<file path="config.mk">
export PLATFORM = sky130hd
export DESIGN_NAME = imm_extend_stage
export DESIGN_NICKNAME = d
export VERILOG_FILES = /design/src/rtl/imm_extend_stage.sv
export SDC_FILE = /design/constraint.sdc
export NUM_CORES = 1
export LEC_CHECK = 0
export ABC_CLOCK_PERIOD_IN_PS = 2580
export CAP_MARGIN = 20
export CORE_ASPECT_RATIO = 1.75
export CORE_MARGIN = 2
export CORE_UTILIZATION = 58
export DETAILED_ROUTE_END_ITERATION = 10
export GPL_ROUTABILITY_DRIVEN = 0
export PLACE_DENSITY = 0.85
export SKIP_CTS_REPAIR_TIMING = 1
export SLEW_MARGIN = 10
export SYNTH_ARGS = -nofsm -noshare
export SYNTH_HDL_FRONTEND = slang
export SYNTH_SLANG_ARGS = --single-unit
</file>
<file path="constraint.sdc">
create_clock -name clk -period 2.58 [get_ports clk]
set_input_delay 0.516 -clock clk [delete_from_list [all_inputs] [get_ports clk]]
set_output_delay 0.516 -clock clk [all_outputs]
set_load 0.02 [all_outputs]
</file>
<file path="src/rtl/imm_extend_stage.sv">
// -----------------------------------------------------------------------------
// imm_extend_stage
//
// Registered immediate-extension stage sitting between decode and execute.
// An IN_W-bit immediate is widened to OUT_W bits in one of four modes
// (sign, zero, upper/LUI, sign-extend-and-shift for branch offsets) and passed
// downstream over a valid/ready handshake. A two-entry skid buffer (main
// output register plus one skid register) absorbs execute-stage stalls, so
// immediates are never dropped, duplicated or reordered. in_ready is a pure
// register output and has no combinational path from out_ready.
//
// Ports:
//   clk       rising-edge clock
//   rst_n     asynchronous active-low reset
//   flush     synchronous flush; drops held entries and any input this cycle
//   in_valid  in_data/in_mode are valid
//   in_ready  stage can accept an input this cycle
//   in_data   raw IN_W-bit immediate field
//   in_mode   0 = sign, 1 = zero, 2 = upper, 3 = sign-extend then shift
//   out_valid out_data is valid
//   out_ready downstream accepts out_data this cycle
//   out_data  OUT_W-bit extended immediate
// -----------------------------------------------------------------------------
module imm_extend_stage #(
    parameter int IN_W  = 16,
    parameter int OUT_W = 32,
    parameter int SHIFT = 2
) (
    input  logic             clk,
    input  logic             rst_n,
    input  logic             flush,
    input  logic             in_valid,
    output logic             in_ready,
    input  logic [IN_W-1:0]  in_data,
    input  logic [1:0]       in_mode,
    output logic             out_valid,
    input  logic             out_ready,
    output logic [OUT_W-1:0] out_data
);

    // Reject illegal parameter combinations while elaborating.
    generate
        if (IN_W < 1 || IN_W >= OUT_W || SHIFT < 0 || SHIFT >= OUT_W) begin : g_bad_params
            $error("imm_extend_stage: need 1 <= IN_W < OUT_W and 0 <= SHIFT < OUT_W");
        end
    endgenerate

    typedef enum logic [1:0] {
        MODE_SIGN  = 2'd0,
        MODE_ZERO  = 2'd1,
        MODE_UPPER = 2'd2,
        MODE_SHIFT = 2'd3
    } mode_e;

    localparam int PAD_W = OUT_W - IN_W;

    // Pure wiring: replication and a constant shift, no arithmetic.
    function automatic logic [OUT_W-1:0] ext(input logic [IN_W-1:0] d, input mode_e m);
        logic [OUT_W-1:0] sext;
        sext = {{PAD_W{d[IN_W-1]}}, d};
        unique case (m)
            MODE_SIGN:  ext = sext;
            MODE_ZERO:  ext = {{PAD_W{1'b0}}, d};
            MODE_UPPER: ext = {d, {PAD_W{1'b0}}};
            MODE_SHIFT: ext = sext << SHIFT;
            default:    ext = sext;
        endcase
    endfunction

    logic             skid_valid;
    logic [OUT_W-1:0] skid_data;

    logic             out_valid_d;
    logic [OUT_W-1:0] out_data_d;
    logic             skid_valid_d;
    logic [OUT_W-1:0] skid_data_d;

    logic             acc;
    logic             drain;
    logic [OUT_W-1:0] ext_in;

    assign acc    = in_valid & in_ready;
    assign drain  = ~out_valid | out_ready;
    assign ext_in = ext(in_data, mode_e'(in_mode));

    // Next-state selection. When the skid holds data, in_ready is low, so
    // no new item can arrive in the same cycle the skid drains into main.
    always_comb begin
        // NOTE: every output of this block gets a default first so that no
        // path leaves a value unassigned and a latch cannot be inferred.
        out_valid_d  = out_valid;
        out_data_d   = out_data;
        skid_valid_d = skid_valid;
        skid_data_d  = skid_data;

        if (flush) begin
            out_valid_d  = 1'b0;
            skid_valid_d = 1'b0;
        end else if (drain) begin
            if (skid_valid) begin
                out_valid_d  = 1'b1;
                out_data_d   = skid_data;
                skid_valid_d = 1'b0;
            end else if (acc) begin
                out_valid_d = 1'b1;
                out_data_d  = ext_in;
            end else begin
                out_valid_d = 1'b0;
            end
        end else if (acc) begin
            // Main is stalled and full: park the new item in the skid.
            skid_valid_d = 1'b1;
            skid_data_d  = ext_in;
        end
    end

    // NOTE: state is updated with non-blocking assignments so every register
    // samples the pre-edge values regardless of statement order.
    always_ff @(posedge clk or negedge rst_n) begin
        if (!rst_n) begin
            // NOTE: the data registers are reset as well so out_data reads 0
            // straight out of reset rather than an unknown value.
            out_valid  <= 1'b0;
            out_data   <= '0;
            skid_valid <= 1'b0;
            skid_data  <= '0;
            in_ready   <= 1'b0;
        end else begin
            out_valid  <= out_valid_d;
            out_data   <= out_data_d;
            skid_valid <= skid_valid_d;
            skid_data  <= skid_data_d;
            // Mirrors the next skid state, so in_ready is registered yet
            // always equals !skid_valid after the first post-reset edge.
            in_ready   <= ~skid_valid_d;
        end
    end

endmodule

</file>
Word level (Yosys, flattened, before mapping) --
Index checks and enable logic that the tools add are counted. W data, S select, Z words.
Operators by class: reduce and logical (&&, ||, !) cells 5, bitwise operators 6, equality and inequality tests 3, muxes and demuxes 10
Operators with widths (number):
- $pmux W32 S4 | 1
- $mux W32 | 2
- $mux W1 | 7
- $reduce_and A3 Y1 | 2
- $eq A2 B2 Y1 const B | 2
- $not A1 Y1 | 4
- $reduce_bool A2 Y1 | 2
- $eq A2 B1 Y1 const B | 1
- $logic_not A2 Y1 | 1
- $and A1 B1 Y1 | 1
- $or A1 B1 Y1 | 1
Storage, ports and cells: register bits after elaboration 67, input bits 23, word-level logic and storage cells 29, output and inout port bits 34

Logic depth before layout (Yosys ltp) --
Gate-level depths: netlist of run 1.
word-level depth 5, depth in mapped cells 6, mapped depth without buffers 3

Worst setup path after synthesis of run 1 --
OpenSTA, ideal clock, no wires.
kind input to register, start in in_mode[0], end reg out_data[23], slack 824 ps, arrival 1622 ps, stages 5, required time 2446 ps, path buffers 2, cells stage by stage buf_2 > buf_2 > mux2_1 > a211oi_1 > o31ai_2
Between the ends: longest elaborated chain between the ends 4, elaborated cells on any way between the ends 7
RTL lines:
- start: declaration | RTL line 35 | input logic [1:0] in_mode,
- $eq A2 B2 Y1, or another cell as far along | RTL line 61 | unique case (m)
- $pmux W32 S4 (*) | RTL line 61
- $mux W32 (*) | RTL line 104 | end else if (acc) begin
- $mux W32 (*) | RTL line 100 | if (skid_valid) begin
- end signal: assignment | RTL line 130 | out_data <= out_data_d;
- end: declaration | RTL line 38 | output logic [OUT_W-1:0] out_data
Mark *: on every way between the ends. The rest lies on a longest branch, timed or not. The select of a mux whose other input is x is not followed. A chain may end at the register's enable or synchronous reset.

Worst setup path after layout of run 1 --
start in in_mode[0], end reg out_data[4]
The elaborated chain is that of the path after synthesis.

==> Implementation_results.wiki, run 1 <==
{| class="wikitable"
! Metric !! Value
|-
| Skew final || 0.006971 ns
|-
| Most common library cell in the layout ignoring fill and taps || sky130_fd_sc_hd__dfrtp_1
|-
| Reg2reg setup slack || 0.99 ns
|-
| Main area contributors after synthesis || sky130_fd_sc_hd__dfrtp_1 45%, sky130_fd_sc_hd__o31ai_1 11%, sky130_fd_sc_hd__nor2b_1 5.6%, sky130_fd_sc_hd__mux2_1 5.5%, sky130_fd_sc_hd__mux2i_1 4.6%
|-
| Sink Count || 67
|-
| Post-Syn Nets || 362
|-
| Fraction of the cycle the final worst path needs || 81.87%
|-
| Count of antenna-violating nets left after detailed routing || 0
|-
| Global-route wire length before repair || 14840 um
|-
| Synthesis-to-finish area growth || 21.11%
|-
| CTS clk-pin slew, worst paths || 0.07 ns
|-
| Worst-path fanout max || 28
|-
| Mapped cell area || 3699 um^2
|-
| Lkg Pwr || 1.850 nW
|-
| Via count of the first global-routing pass || 3009
|-
| Fillers || 461
|-
| Pins over their slew limit || 0
|-
| GRT Overall Usage || 27.58%
|-
| Register-to-Register Path Depth || 4
|-
| Type of element capturing the critical path || flop
|-
| Max IR drop VDD || 0.0004221 V
|-
| Final #Nets || 405
|-
| Wire per inst || 19.68 um
|-
| Detailed-placement wirelength estimate || 6033 um
|-
| Data required time at the worst endpoint || 2.83 ns
|-
| Number of buffers inserted during clock tree synthesis || 9
|-
| Number of flip-flops and latches in the synthesized netlist || 67
|-
| Area of the die || 7057 um^2
|-
| Critical-path cell with the highest stage delay || sky130_fd_sc_hd__and2_1
|-
| Fmax || 473.4 MHz
|-
| Initial core utilization || 59.84%
|-
| Routed wire length || 9189 um
|-
| CTS tree || built
|-
| Vias per cell || 6.435
|-
| Shortest clock period the worst path allows after layout || 2.112 ns
|-
| Cell variety after synth || 27
|-
| Final-report setup violation count || 0
|-
| Die boundary height || 109.6 um
|-
| Ratio of cells with drive above 1 in the final layout || 14.21%
|-
| Max-capacitance violation count || 0
|-
| Grt total ovfl || 0
|-
| Count of port buffers added during placement || 56
|-
| Synth Warn # || 0
|-
| Category of the worst setup path launch point || input pin
|-
| Worst Max-Slew Pin Slew || 1.047 ns
|-
| Run status || finished, final reports clean
|-
| Top library cells by usage in the layout, fill and taps aside || 67 x sky130_fd_sc_hd__dfrtp_1, 56 x sky130_fd_sc_hd__o31ai_1, 55 x sky130_fd_sc_hd__clkdlybuf4s50_1
|-
| DRC || 0
|-
| Power per standard cell area || 682.9 nW/um^2
|-
| Die span in x || 64.37 um
|-
| Headroom to the max-slew limit || 30.19%
|-
| Critical register-to-register path endpoint || out_data[25]$_DFFE_PN0P_
|-
| Arrival @ worst endpoint || 2.36 ns
|-
| Clk root buf || sky130_fd_sc_hd__clkbuf_8
|-
| Initial antenna violation count || 0
|-
| Number of instances in the synthesized netlist || 339
|-
| Area of the core || 6181 um^2
|-
| TNS Setup || 0 ns
|-
| Number of diodes || 0
|-
| Largest net degree at the start of global routing || 63
|-
| Starting DRT DRC Count || 164
|-
| Detailed-routing iteration count for the pre-antenna-repair pass || 6
|-
| Type of the worst min-delay path || in -> async
|-
| H-tree depth || 3
|-
| Maximum cell stage delay along the critical path || 0.84 ns
|-
| Area fraction of the dominant cell type after synthesis || 45.33%
|-
| Detailed-route via count || 3005
|-
| Final hold violations || 0
|-
| Type of the worst setup path || in -> reg
|-
| Worst skew pair latency || 0.35 ns
|-
| Ports || 57
|-
| CTS Buffer Depth || 2
|-
| Dominant cell type by area after synthesis || sky130_fd_sc_hd__dfrtp_1
|-
| Share of the yosys chip area belonging to registers || 45.33%
|-
| Final core occ || 72.47%
|-
| Syn_area_per_cell || 10.91 um^2
|-
| Number of rows created at floorplan || 38
|-
| RR Startpoint || out_valid$_DFFE_PN0P_
|-
| Critical Path, Cell by Cell || clkdlybuf4s50_1 -> and2_1 -> a221oi_1 -> o31ai_1
|-
| RSZ-0062 raised after global routing || false
|}
power by group:
group	total (W)	switching (W)	internal, W
sequential	0.00140	0.000127	0.00128
clock	0.000835	0.000382	0.000454
combinational	0.000819	0.000423	0.000396
stage by stage:
stage | worst slack [ns] | area [um^2] | power (W) | hold slack [ns] | std cells
2_1_floorplan | 0.8236 | 3699 | 0.001878 | 0.2204 | 339
4_1_cts | 0.5012 | 4479 | 0.003073 | 0.1887 | 467
5_1_grt | 0.3485 | 4479 | 0.003198 | 0.2165 | 467
6_report | 0.4678 | 4479 | 0.003059 | 0.1675 | 467
3_3_place_gp | 0.2285 | 4288 | 0.002200 | 0.4666 | 451
3_5_place_dp | 0.1415 | 4288 | 0.002241 | 0.4893 | 451
area by class of cell:
| cell class | instances | area (um^2) | area share (%) |
|---|---|---|---|
| Multi-Input combinational cell | 215 | 1763 | 39.36 |
| Sequential cell | 67 | 1677 | 37.43 |
| Timing Repair Buffer | 71 | 680.7 | 15.20 |
| Clock buffer | 15 | 186.4 | 4.162 |
| Tap cell | 80 | 100.1 | 2.235 |
| Inverter | 18 | 67.56 | 1.508 |
| Clock inverter | 1 | 5.005 | 0.1117 |
worst max-delay path, delay by kind of cell:
| family | cells | cell delay (ns) |
|---|---|---|
| AO/OA/AOI/OAI | 2 | 0.50 |
| buffers and inverters | 1 | 0.50 |
| AND/OR/NAND/NOR | 1 | 0.84 |
synth_stat cells:
cell type and number:
sky130_fd_sc_hd__a211oi_1 15, sky130_fd_sc_hd__a21oi_1 16, sky130_fd_sc_hd__a21oi_4 1, sky130_fd_sc_hd__a221oi_1 14
sky130_fd_sc_hd__a22o_1 14, sky130_fd_sc_hd__and2_1 1, sky130_fd_sc_hd__buf_1 1, sky130_fd_sc_hd__buf_2 7
sky130_fd_sc_hd__buf_4 2, sky130_fd_sc_hd__buf_6 5, sky130_fd_sc_hd__clkbuf_1 24, sky130_fd_sc_hd__dfrtp_1 67
sky130_fd_sc_hd__inv_1 17, sky130_fd_sc_hd__inv_2 1, sky130_fd_sc_hd__mux2_1 18, sky130_fd_sc_hd__mux2_2 15
sky130_fd_sc_hd__mux2i_1 17, sky130_fd_sc_hd__nand2_1 2, sky130_fd_sc_hd__nand2b_1 1, sky130_fd_sc_hd__nor2_1 1
sky130_fd_sc_hd__nor2b_1 33, sky130_fd_sc_hd__nor3_2 1, sky130_fd_sc_hd__nor3b_2 1, sky130_fd_sc_hd__o21ai_1 2
sky130_fd_sc_hd__o31ai_1 56, sky130_fd_sc_hd__o31ai_2 5, sky130_fd_sc_hd__or3_1 2
cell families (layout without fill, tap and decap cells):
logic type	count (synthesis)	in the layout	share of synthesized area [%]
compound gates	123	123	25.61
buf+inv	57	105	7.239
flops	67	67	45.33
mux	50	50	14.65
simple gates	42	42	7.172
sequential cells by signal, summed over array words and instances, names as in the netlist:
name        flops
out_valid       1
in_ready        1
out_data       32
skid_valid      1
skid_data      32
per-layer routing:
layer  vias up  global-route usage, %  share of wire (%)
li1       1367                      -                  -
met4         0                  12.77                2.4
met2       105                  47.40                 54
met3        19                  5.118                4.9
met1      1514                  33.45                 39
met5         -                      0                  0
worst max path at each step:
stage / startpoint / endpoint / slack, ns / cells after the start
detailed placement: in_mode[0] / out_data[8]$_DFFE_PN0P_ / 0.14 / 4
global route: in_mode[0] / out_data[10]$_DFFE_PN0P_ / 0.35 / 4
global placement: in_mode[0] / out_data[8]$_DFFE_PN0P_ / 0.23 / 4
CTS: in_mode[0] / out_data[8]$_DFFE_PN0P_ / 0.50 / 4
finish: in_mode[0] / out_data[4]$_DFFE_PN0P_ / 0.47 / 4
floorplan: in_mode[0] / out_data[23]$_DFFE_PN0P_ / 0.82 / 5
Note: power is estimated with default switching activity, not from simulation.
==> inputs of run 2 (changes only) <==
--- a/config.mk
+++ b/config.mk
@@ -5,14 +5,14 @@
 export SDC_FILE = /design/constraint.sdc
 export NUM_CORES = 1
 export LEC_CHECK = 0
-export ABC_CLOCK_PERIOD_IN_PS = 2580
+export ABC_CLOCK_PERIOD_IN_PS = 1700
 export CAP_MARGIN = 20
 export CORE_ASPECT_RATIO = 1.75
 export CORE_MARGIN = 2
-export CORE_UTILIZATION = 58
+export CORE_UTILIZATION = 49
 export DETAILED_ROUTE_END_ITERATION = 10
 export GPL_ROUTABILITY_DRIVEN = 0
-export PLACE_DENSITY = 0.85
+export PLACE_DENSITY = 0.77
 export SKIP_CTS_REPAIR_TIMING = 1
 export SLEW_MARGIN = 10
 export SYNTH_ARGS = -nofsm -noshare
==> constraint.sdc (replaced) <==
create_clock -name clk -period 1.7 [get_ports clk]
set_input_delay 0.34 -clock clk [delete_from_list [all_inputs] [get_ports clk]]
set_output_delay 0.34 -clock clk [all_outputs]
set_load 0.02 [all_outputs]
==> Implementation_results.wiki, run 2 (same netlist as run 1, synthesis figures left out) <==
{| class="wikitable"
! Metric !! Value
|-
| Largest net degree at the start of global routing || 68 (+7.9%)
|-
| Synthesis-to-finish area growth || 31.39%
|-
| Area of the core || 7284 um^2 (+18%)
|-
| Critical-path cell with the highest stage delay || sky130_fd_sc_hd__clkdlybuf4s50_1
|-
| Area of the die || 8286 um^2 (+17%)
|-
| Arrival @ worst endpoint || 1.32 ns (-1.04 ns)
|-
| Lkg Pwr || 2.041 nW (+10%)
|-
| Most common library cell in the layout ignoring fill and taps || sky130_fd_sc_hd__dfrtp_1
|-
| Kind of cell with the highest combined delay on the critical path || buffers and inverters
|-
| Initial core utilization || 50.77% (-9.1 points)
|-
| Crit path buf inv count || 1 (unchanged)
|-
| Final core occ || 66.71% (-5.8 points)
|-
| Type of element capturing the critical path || output port
|-
| DRC || 0 (unchanged)
|-
| Starting DRT DRC Count || 361 (+120%)
|-
| Shortest clock period the worst path allows after layout || 1.659 ns
|-
| Ports || 57 (unchanged)
|-
| Wire per inst || 19.22 um (-2.3%)
|-
| Vias per cell || 6.289 (-2.3%)
|-
| Final #Nets || 427 (+5.4%)
|-
| Detailed-routing iteration count for the pre-antenna-repair pass || 5 (-1)
|-
| Fraction of the cycle the final worst path needs || 97.59%
|-
| Die boundary height || 118.9 um (+8.5%)
|-
| Placement Cell Area || 4536 um^2 (+5.8%)
|-
| Category of the worst setup path launch point || flop
|-
| Headroom to the max-slew limit || 72.87% (+43 points)
|-
| Global-route wire length before repair || 15390 um (+3.7%)
|-
| Type of the worst min-delay path || in -> async
|-
| Placed Instances || 479 (+6.2%)
|-
| Sink Count || 67 (unchanged)
|-
| CTS Buffer Depth || 2 (unchanged)
|-
| Post-route standard cell area excluding fillers || 4860 um^2 (+8.5%)
|-
| Fmax || 602.8 MHz
|-
| Worst skew pair latency || 0.33 ns (-0.02 ns)
|-
| RSZ-0062 raised after global routing || true
|-
| Run status || finished, final reports clean
|-
| Detailed-placement wirelength estimate || 6121 um (+1.5%)
|-
| Maximum cell stage delay along the critical path || 0.62 ns (-0.22 ns)
|-
| Ratio of cells with drive above 1 in the final layout || 19.56% (+5.3 points)
|-
| Final hold violations || 0 (unchanged)
|-
| Worst Max-Slew Pin Slew || 0.4069 ns (-0.6403 ns)
|-
| Detailed-route via count || 3113 (+3.6%)
|-
| Worst-path fanout max || 2 (-93%)
|-
| Max IR drop VDD || 0.0007192 V (+70%)
|-
| Critical Path, Cell by Cell || clkdlybuf4s50_1
|-
| Number of buffers inserted during clock tree synthesis || 9 (unchanged)
|-
| GRT Overall Usage || 23.60% (-4.0 points)
|-
| Die span in x || 69.68 um (+8.2%)
|-
| CTS tree || built
|-
| Initial antenna violation count || 0 (unchanged)
|-
| Final-report setup violation count || 0 (unchanged)
|-
| Count of antenna-violating nets left after detailed routing || 0 (unchanged)
|-
| Biggest registers after layout || out_data (32), skid_data (32)
|-
| Top library cells by usage in the layout, fill and taps aside || 67 x sky130_fd_sc_hd__dfrtp_1, 53 x sky130_fd_sc_hd__o31ai_1, 53 x sky130_fd_sc_hd__clkdlybuf4s50_1
|-
| Power per standard cell area || 1081 nW/um^2 (+58%)
|-
| TNS Setup || 0 ns (unchanged)
|-
| Pins over their slew limit || 0 (unchanged)
|-
| Data required time at the worst endpoint || 1.36 ns (-1.47 ns)
|-
| Cell Count, Final, Fillers Out || 495 (+6.0%)
|-
| Grt total ovfl || 0 (unchanged)
|-
| Number of diodes || 0 (unchanged)
|-
| Skew final || 0.005250 ns (-0.001721 ns)
|-
| Number of rows created at floorplan || 41 (+7.9%)
|-
| H-tree depth || 3 (unchanged)
|-
| CTS clk-pin slew, worst paths || 0.05 ns (-0.02 ns)
|-
| Routed wire length || 9515 um (+3.5%)
|-
| Clk root buf || sky130_fd_sc_hd__clkbuf_16
|-
| Max-capacitance violation count || 0 (unchanged)
|-
| Type of the worst setup path || reg -> out
|-
| Count of port buffers added during placement || 56 (unchanged)
|-
| Via count of the first global-routing pass || 3116 (+3.6%)
|}
[run 2: cell types whose count changed in the layout (fill, tap and decap cells not counted), sizes merged]
cell	change
clkbuf	-1
dlymetal6s2s	+2
bufinv	+1
buf	+22
clkdlybuf4s50	-2
[run 2: report_power, final]
group | internal [W] | switching, W | total (W)
combinational | 0.000649 | 0.000649 | 0.00130
sequential | 0.00194 | 0.000195 | 0.00214
clock | 0.00117 | 0.000645 | 0.00182
total | 0.00376 | 0.00149 | 0.00525
[run 2: per-layer routing]
| metal | share of wire, % | GRT usage [%] |
|---|---|---|
| met1 | 39 | 28.98 |
| met4 | 2.4 | 12.62 |
| met2 | 53 | 39.42 |
| met3 | 5.0 | 3.892 |
| met5 | 0 | 0 |
[run 2: cell type report]
| type | instances | area, um^2 |
|---|---|---|
| Clock buffer | 14 | 254.0 |
| Clock inverter | 2 | 35.03 |
| Fill cell | 585 | 2425 |
| Inverter | 18 | 70.07 |
| Multi-Input combinational cell | 215 | 1790 |
| Sequential cell | 67 | 1677 |
| Tap cell | 86 | 107.6 |
| Timing Repair Buffer | 93 | 925.9 |
[run 2: path summary, 6_finish.rpt]
check | from | to | slack (ns) | cells past startpoint
worst max-delay path | out_data[29]$_DFFE_PN0P_ | out_data[29] | 0.04 | 1
worst min-delay path | rst_n | out_data[17]$_DFFE_PN0P_ | 0.02 | 2
worst max register to register | out_valid$_DFFE_PN0P_ | out_data[5]$_DFFE_PN0P_ | 0.18 | 4
worst min register to register | skid_data[0]$_DFFE_PN0P_ | skid_data[0]$_DFFE_PN0P_ | 0.49 | 1
max in group asynchronous | rst_n | out_data[8]$_DFFE_PN0P_ | 1.39 | 2
min in group clk | skid_data[0]$_DFFE_PN0P_ | skid_data[0]$_DFFE_PN0P_ | 0.49 | 1
[run 2: metrics by stage]
stage               total power (W)  hold slack, ns  worst slack, ns
floorplan                  0.002851         0.04441           0.1196
global placement           0.003398          0.3863          -0.2293
detailed placement         0.003447          0.3841          -0.3063
CTS                        0.005277         0.03672         -0.01863
global route               0.005481         0.03636        -0.004047
finish                     0.005254         0.01686          0.04096
==> inputs of run 3 (changes only) <==
--- a/config.mk
+++ b/config.mk
@@ -13,6 +13,7 @@
 export DETAILED_ROUTE_END_ITERATION = 10
 export GPL_ROUTABILITY_DRIVEN = 0
 export PLACE_DENSITY = 0.77
+export SETUP_SLACK_MARGIN = 0.1
 export SKIP_CTS_REPAIR_TIMING = 1
 export SLEW_MARGIN = 10
 export SYNTH_ARGS = -nofsm -noshare
==> Implementation_results.wiki, run 3 (same netlist as run 1, synthesis figures left out) <==
{| class="wikitable"
! Metric !! Value
|-
| Run status || finished, final reports clean
|-
| Global-route wire length before repair || 15390 um (unchanged)
|-
| CTS Buffer Depth || 2 (unchanged)
|-
| Fmax || 647.1 MHz (+7.4%)
|-
| Critical register-to-register path endpoint || out_data[29]$_DFFE_PN0P_
|-
| Wire per inst || 20.50 um (+6.6%)
|-
| Shortest clock period the worst path allows after layout || 1.545 ns (-0.1137 ns)
|-
| Internal cell power || 0.003779 W (+0.38%)
|-
| Arrival @ worst endpoint || 1.80 ns (+0.48 ns)
|-
| Starting DRT DRC Count || 345 (-4.4%)
|-
| Power per standard cell area || 1028 nW/um^2 (-4.9%)
|-
| Number of rows created at floorplan || 41 (unchanged)
|-
| Top library cells by usage in the layout, fill and taps aside || 67 x sky130_fd_sc_hd__dfrtp_1, 53 x sky130_fd_sc_hd__o31ai_1, 37 x sky130_fd_sc_hd__dlymetal6s2s_1
|-
| Die boundary height || 118.9 um (unchanged)
|-
| Clk root buf || sky130_fd_sc_hd__clkbuf_16
|-
| Placement Cell Area || 4536 um^2 (unchanged)
|-
| Pins over their slew limit || 0 (unchanged)
|-
| Skew final || 0.005522 ns (+0.0002725 ns)
|-
| Count of port buffers added during placement || 56 (unchanged)
|-
| Vias per cell || 6.270 (-0.30%)
|-
| Type of the worst min-delay path || in -> async
|-
| Post-route standard cell area excluding fillers || 5177 um^2 (+6.5%)
|-
| Met3 track demand over resource in global routing || 3.892% (unchanged)
|-
| RSZ-0062 raised after global routing || false
|-
| Area of the core || 7284 um^2 (unchanged)
|-
| Synthesis-to-finish area growth || 39.99%
|-
| Grt met2 use || 39.42% (unchanged)
|-
| Switching power || 0.001544 W (+3.7%)
|-
| Worst-path fanout max || 10 (+8)
|-
| Max IR drop VDD || 0.0007567 V (+5.2%)
|-
| Number of buffers inserted during clock tree synthesis || 9 (unchanged)
|-
| Detailed-route via count || 3160 (+1.5%)
|-
| Fraction of the cycle the final worst path needs || 90.90% (-6.7 points)
|-
| CTS clk-pin slew, worst paths || 0.05 ns (about the same)
|-
| Register-to-Register Path Depth || 4 (unchanged)
|-
| Type of element capturing the critical path || flop
|-
| Detailed-placement wirelength estimate || 6121 um (unchanged)
|-
| GR peak layer || met2
|-
| Headroom to the max-slew limit || 72.79% (-0.085 points)
|-
| Category of the worst setup path launch point || input pin
|-
| Max-capacitance violation count || 0 (unchanged)
|-
| Most common library cell in the layout ignoring fill and taps || sky130_fd_sc_hd__dfrtp_1
|-
| Sequential share of power || 40.2% (-0.5 points)
|-
| Initial core utilization || 50.77% (unchanged)
|-
| Number of diodes || 0 (unchanged)
|-
| Type of the worst setup path || in -> reg
|-
| Worst Max-Slew Pin Slew || 0.4082 ns (+0.001270 ns)
|-
| Data required time at the worst endpoint || 1.95 ns (+0.59 ns)
|-
| Biggest registers after layout || out_data (32), skid_data (32)
|-
| Reg2reg setup slack || 0.20 ns (+0.02 ns)
|-
| Proportion of power drawn by the clock network || 34.5% (about the same)
|-
| Ratio of cells with drive above 1 in the final layout || 26.56% (+7.0 points)
|-
| Combinational cell fraction of total power || 25.4% (+0.7 points)
|-
| RR Startpoint || out_valid$_DFFE_PN0P_
|-
| Detailed-routing iteration count for the pre-antenna-repair pass || 5 (unchanged)
|-
| GRT Overall Usage || 23.60% (unchanged)
|-
| DRC || 0 (unchanged)
|-
| Final-report setup violation count || 0 (unchanged)
|-
| Lkg Pwr || 2.591 nW (+27%)
|-
| Initial antenna violation count || 0 (unchanged)
|-
| Final #Nets || 436 (+2.1%)
|-
| Final hold violations || 0 (unchanged)
|-
| Switching share of power || 29.01% (+0.66 points)
|-
| Sink Count || 67 (unchanged)
|-
| Die span in x || 69.68 um (unchanged)
|-
| Count of antenna-violating nets left after detailed routing || 0 (unchanged)
|-
| Hold_ws || 0.01112 ns (-0.005747 ns)
|-
| Routed wire length || 10330 um (+8.6%)
|-
| Worst skew pair latency || 0.33 ns (about the same)
|-
| Met1 usage in global routing || 28.98% (unchanged)
|-
| Largest net degree at the start of global routing || 68 (unchanged)
|-
| Area of the die || 8286 um^2 (unchanged)
|-
| Grt total ovfl || 0 (unchanged)
|-
| Ports || 57 (unchanged)
|-
| H-tree depth || 3 (unchanged)
|-
| Via count of the first global-routing pass || 3116 (unchanged)
|-
| CTS tree || built
|}
## run 3: changes by cell type in the layout (fill, tap and decap cells not counted), sizes merged
cell / previous run / this run
clkdlybuf4s50: 53 / 18
dlymetal6s2s: 2 / 37
buf: 38 / 45
clkbuf: 14 / 16
## run 3: worst max-delay path, stage by stage
cell                              delay [ns]
sky130_fd_sc_hd__clkdlybuf4s50_1        0.47
sky130_fd_sc_hd__buf_6                  0.14
sky130_fd_sc_hd__nor3b_4                0.27
sky130_fd_sc_hd__buf_2                  0.26
sky130_fd_sc_hd__buf_4                  0.14
sky130_fd_sc_hd__a21oi_1                0.04
sky130_fd_sc_hd__mux2i_1                0.14
## run 3: how the worst max path moves through the flow
stage / startpoint / endpoint / slack, ns / cells past startpoint
after floorplan: in_mode[0] / out_data[23]$_DFFE_PN0P_ / 0.12 / 5
after global placement: in_mode[1] / out_data[13]$_DFFE_PN0P_ / -0.23 / 5
after detailed placement: in_valid / out_data[7]$_DFFE_PN0P_ / -0.31 / 5
after CTS: in_ready$_DFF_PN0_ / in_ready / -0.02 / 1
after global routing: in_data[15] / skid_data[16]$_DFFE_PN0P_ / 0.06 / 7
final: in_data[15] / skid_data[16]$_DFFE_PN0P_ / 0.15 / 7
## run 3: layout make-up
| class | count | area (um^2) |
|---|---|---|
| clock buffers | 14 | 254.0 |
| repair buffers | 102 | 1132 |
| fillers | 505 | 2107 |
| inverters | 18 | 70.07 |
| flip-flops and latches | 67 | 1677 |
| clock inverters | 2 | 35.03 |
| well taps | 86 | 107.6 |
| multi-input cells | 215 | 1902 |
## run 3: metrics by stage
stage | setup slack, ns | power, W | std cells | util, % | TNS [ns]
2_1_floorplan | 0.1196 | 0.002851 | 339 | - | 0
3_3_place_gp | -0.2293 | 0.003398 | 479 | 62.26 | -11.05
3_5_place_dp | -0.3063 | 0.003447 | 479 | 62.26 | -13.28
4_1_cts | -0.01863 | 0.005277 | 495 | 66.23 | -0.02920
5_1_grt | 0.06459 | 0.005527 | 504 | 71.08 | 0
6_report | 0.1546 | 0.005323 | 504 | 71.08 | 0
## run 3: routing by layer
metal  vias up  wire length, um
met5         -                0
met4         0              255
met3        21              503
met2       128             5503
met1      1594             4069
li1       1417                -
## run 3: power by group through the flow
stage               combinational, W  sequential [W]  clock, W
floorplan                   0.000571         0.00228         0
global placement             0.00126         0.00214         0
detailed placement           0.00129         0.00216         0
CTS                          0.00130         0.00214   0.00185
global route                 0.00144         0.00218   0.00191
finish                       0.00135         0.00214   0.00183
